[config.mk]
export PLATFORM = sky130hd
export DESIGN_NAME = tt_sel_seq
export DESIGN_NICKNAME = d
export VERILOG_FILES = /design/src/rtl/tt_sel_seq.sv
export SDC_FILE = /design/constraint.sdc
export NUM_CORES = 1
export LEC_CHECK = 0
export CAP_MARGIN = 25
export CORE_MARGIN = 2
export CORE_UTILIZATION = 53
export CTS_CLUSTER_DIAMETER = 200
export DETAILED_ROUTE_END_ITERATION = 16
export GPL_ROUTABILITY_DRIVEN = 0
export MAX_ROUTING_LAYER = met4
export PLACE_DENSITY = 0.79
export SYNTH_ARGS = -nofsm -noshare
export SYNTH_HDL_FRONTEND = slang
export SYNTH_SLANG_ARGS = --single-unit
[constraint.sdc]
create_clock -name clk -period 1.8 [get_ports clk]
set_input_delay 0.45 -clock clk [delete_from_list [all_inputs] [get_ports clk]]
set_output_delay 0.45 -clock clk [all_outputs]
set_load 0.01 [all_outputs]
[src/rtl/tt_sel_seq.sv]
// Design-select sequencer: drives the sel_rst_n / sel_inc / ena pads to
// step a shared mux to the requested design address, then re-enables it.
module tt_sel_seq #(
  parameter int ADDR_W   = 10,
  parameter int MAX_ADDR = 1023,
  parameter int PULSE_W  = 4
) (
  input  logic              clk,
  input  logic              rst_n,
  input  logic              req_valid,
  output logic              req_ready,
  input  logic [ADDR_W-1:0] req_addr,
  input  logic              req_ena,
  input  logic              abort,
  output logic              sel_rst_n,
  output logic              sel_inc,
  output logic              ena,
  output logic              busy,
  output logic              done,
  output logic              err
);

  localparam int TW = (PULSE_W > 1) ? $clog2(PULSE_W) : 1;
  localparam logic [TW-1:0] TLOAD = TW'(PULSE_W - 1);
  localparam logic [ADDR_W:0] MAX_EXT = (ADDR_W + 1)'(MAX_ADDR);

  typedef enum logic [2:0] {
    IDLE,
    DIS,
    RST,
    GAP,
    INC_HI,
    INC_LO,
    FIN
  } state_t;

  state_t            state_q, state_d;
  logic [TW-1:0]     tmr_q, tmr_d;
  logic [ADDR_W-1:0] cnt_q, cnt_d;
  logic              lat_q, lat_d;

  logic ready_q, ready_d;
  logic rstn_q, rstn_d;
  logic inc_q, inc_d;
  logic ena_q, ena_d;
  logic busy_q, busy_d;
  logic done_q, done_d;
  logic err_q, err_d;

  logic last;
  logic addr_bad;

  assign last     = (tmr_q == '0);
  assign addr_bad = ({1'b0, req_addr} > MAX_EXT);

  always_comb begin
    state_d = state_q;
    cnt_d   = cnt_q;
    lat_d   = lat_q;
    err_d   = 1'b0;
    if (abort) begin
      state_d = IDLE;
    end else begin
      unique case (state_q)
        IDLE: begin
          // ready_q low on the first cycle after reset blocks accept there
          if (req_valid && ready_q) begin
            if (addr_bad) begin
              err_d = 1'b1;
            end else begin
              state_d = DIS;
              cnt_d   = req_addr;
              lat_d   = req_ena;
            end
          end
        end
        DIS: if (last) state_d = RST;
        RST: if (last) state_d = GAP;
        GAP: begin
          if (last) state_d = (cnt_q != '0) ? INC_HI : FIN;
        end
        INC_HI: if (last) state_d = INC_LO;
        INC_LO: begin
          if (last) begin
            cnt_d   = cnt_q - ADDR_W'(1);
            state_d = (cnt_q == ADDR_W'(1)) ? FIN : INC_HI;
          end
        end
        FIN: state_d = IDLE;
        default: state_d = IDLE;
      endcase
    end
  end

  // Timer reloads on every state change, otherwise counts down to zero
  always_comb begin
    tmr_d = tmr_q;
    if (state_d != state_q) begin
      tmr_d = TLOAD;
    end else if (!last) begin
      tmr_d = tmr_q - TW'(1);
    end
  end

  // Outputs are decoded from the next state so the pads come from flops
  always_comb begin
    ready_d = (state_d == IDLE);
    busy_d  = (state_d != IDLE);
    rstn_d  = (state_d != RST);
    inc_d   = (state_d == INC_HI);
    done_d  = (state_d == FIN);
    ena_d   = 1'b0;
    if (abort) begin
      ena_d = 1'b0;
    end else if (state_d == FIN) begin
      ena_d = lat_q;
    end else if (state_d == IDLE) begin
      ena_d = ena_q;
    end
  end

  always_ff @(posedge clk or negedge rst_n) begin
    if (!rst_n) begin
      state_q <= IDLE;
      tmr_q   <= '0;
      cnt_q   <= '0;
      lat_q   <= 1'b0;
      ready_q <= 1'b0;
      rstn_q  <= 1'b0;
      inc_q   <= 1'b0;
      ena_q   <= 1'b0;
      busy_q  <= 1'b0;
      done_q  <= 1'b0;
      err_q   <= 1'b0;
    end else begin
      state_q <= state_d;
      tmr_q   <= tmr_d;
      cnt_q   <= cnt_d;
      lat_q   <= lat_d;
      ready_q <= ready_d;
      rstn_q  <= rstn_d;
      inc_q   <= inc_d;
      ena_q   <= ena_d;
      busy_q  <= busy_d;
      done_q  <= done_d;
      err_q   <= err_d;
    end
  end

  assign req_ready = ready_q;
  assign sel_rst_n = rstn_q;
  assign sel_inc   = inc_q;
  assign ena       = ena_q;
  assign busy      = busy_q;
  assign done      = done_q;
  assign err       = err_q;

endmodule

==> out/metrics.cfg, run 1 <==
[outcome]
outcome=finished clean

[floorplanning]
fp.dieH_um=55.1
die-area_um2=3030
coreArea_um2=2480
start_util_pct=55.8
die-width_um=55.1
fp-row-count=18
ioPinCount=22

[sta]
finalMaxSlewViolations=0
whs_ns=0.458
setup_viol=0
finalCritPeriodShare_pct=95.8
hold_viol=0
clock_skew_ns=0.00200
setup_slack_ns=0.0754
setup_tns_ns=0
clock.fmax_mhz=580
rsz0062_at_grt=no
period_needed_ns=1.72

[global_route]
met2_usage_pct=39.3
grt_pass1_wl_um=5510
grtUsageMet3_pct=3.23
first_global_vias=1183
busiest_layer=met2
grt_max_degree=23
grt-ovfl-total=0
grt_util_all_layers_pct=26.4
use_met1_pct=37.4
antenna_found_initial=0

[worst_setup_path]
worst-endpoint-arrival_ns=1.94
crit_type=register to register
critPathMaxFanout=16
endpoint_kind=register
startpoint_type=register
required_ns=2.01

[flow_run]
cap_violations=0

[layout]
drive_above_1_share_pct=17.5
antenna_cells=0
nNetsFinal=203
final_area_um2=1760
fin_util_pct=71.0
areaGrowthSynthToFinish_pct=27.3
fin_cells=213

[worst_hold_path]
hold_path.class=input pin to async pin

[clock_tree]
htree_levels=1
clk_pin_slew_ns=0.13
clk_path_buf_depth=2
clk_latency_ns=0.32
cts_num_sinks=22
cts_made_buffers=3
ctsRootBufferMaster=clkbuf_4
cts_tree=built

[drt]
drt_iter0_markers=22
vias=1288
viasPerCell=6.05
antenna_left=0
dr.pass1.iters=4
drcViolationCount=0
wirelength_um=3320
wl_per_cell_um=15.6

[logic_synthesis]
syn_area_per_cell_um2=8.97
yosys_warnings=0
synth_edf_count=0
yosysSeqAreaShare_pct=39.9
synth_cell_types=48
syn_nets=173
syn-cell-area_um2=1380
synthTopCellsByArea=dfrtp_1, o21ai_0, a21oi_1, nor2_1, ha_1
synth_cells=154
synth.most_common_cell=dfrtp_1
ys_async_sr_fraction_pct=100
synth_top_area_share_pct=39.9
ys.flop_type=dfrtp_1
synth_largest_area_cell=dfrtp_1
ys_ff_latch=22
yosys-top-cells-count=dfrtp_1, o21ai_0, nor2_1

[power_and_ir_drop]
swShare_pct=37.9
switchingPower_mw=0.773
vdd_ir_drop_max_v=0.00106
power_per_cell_area_nw_per_um2=1160
power.total_mw=2.04
internal_power_mw=1.27
seq_power_share_pct=40.9
power_frac_clock_pct=19.2
leakage_nw=0.766
pwr-share-comb_pct=39.9

[placement]
dpl.cell_count=208
dp_hpwl_um=2430
port_buffers=20
placed_area_um2=1690
place_ws_ns=-0.0503

==> cells by family after synthesis <==
group | synth area share [%]
mux | 1.54
other cells | 0.271
simple gates | 20.8
fa+ha+maj | 3.62
buf+inv | 5.53
flops | 39.9
xor+xnor | 1.27
compound gates | 27.1
==> final cells by class <==
cell class | instances | area [um^2]
Multi-Input combinational cell | 115 | 766
Fill cell | 201 | 719
Sequential cell | 22 | 551
Timing Repair Buffer | 35 | 325
Tap cell | 30 | 37.5
Clock inverter | 1 | 30.0
Inverter | 7 | 26.3
Clock buffer | 3 | 22.5
==> worst paths after layout <==
path	start	end	slack, ns	cells after the start
max	state_q[2]	sel_rst_n	0.08	4
min in group clk	tmr_q[1]	tmr_q[1]	0.54	2
max in group asynchronous	rst_n	sel_rst_n	1.12	2
min	rst_n	req_ready	0.46	2
max reg2reg	state_q[2]	sel_rst_n	0.08	4
min reg2reg	tmr_q[1]	tmr_q[1]	0.54	2
==> power by group through the flow <==
stage	clock (mW)	combinational (mW)	sequential, mW
finish	0.391	0.814	0.834
global route	0.417	0.895	0.858
CTS	0.398	0.799	0.826
detailed placement	0	0.780	0.841
global placement	0	0.744	0.827
floorplan	0	0.489	0.817
==> state kept, by name, summed over array words and instances (netlist names) <==
name       cells
ena            1
busy           1
cnt_q         10
sel_inc        1
req_ready      1
sel_rst_n      1
done           1
tmr_q          2
state_q        3
lat_q          1
==> worst max-delay path: stages (launching register included) <==
cell and delay, ns:
dfrtp_1 0.66, and3b_1 0.28, o2111ai_2 0.17, o21a_1 0.18
or3_1 0.34
==> placed cells by master (no fill, tap or decap), types with 5 or more instances in the layout <==
cell,synthesis,layout
dfrtp_1,22,22
nand2_1,6,6
clkdlybuf4s50_1,0,20
a21oi_1,12,12
nand3_1,5,5
o21ai_0,17,17
nor2_1,14,14
buf_4,1,14
inv_1,7,5
==> routing by layer <==
layer	wire length (um)	vias up
li1	-	619
met1	1580	628
met2	1580	36
met3	129	5
met4	37	0
met5	0	-
==> repair_timing <==
item                       in CTS  in global routing
setup buffers                   1                  0
gates resized for setup         0                  5
setup endpoints to repair       1                  5
hold buffers                    0                  0
pin swaps                       0                  0
(Power assumes the default switching activity.)
==> run 2, diff against run 1 <==
--- a/config.mk
+++ b/config.mk
@@ -13,6 +13,7 @@
 export GPL_ROUTABILITY_DRIVEN = 0
 export MAX_ROUTING_LAYER = met4
 export PLACE_DENSITY = 0.79
+export SLEW_MARGIN = 15
 export SYNTH_ARGS = -nofsm -noshare
 export SYNTH_HDL_FRONTEND = slang
 export SYNTH_SLANG_ARGS = --single-unit
==> results of run 2 <==
Final layout, timing and power as in run 1 (identical DEF).
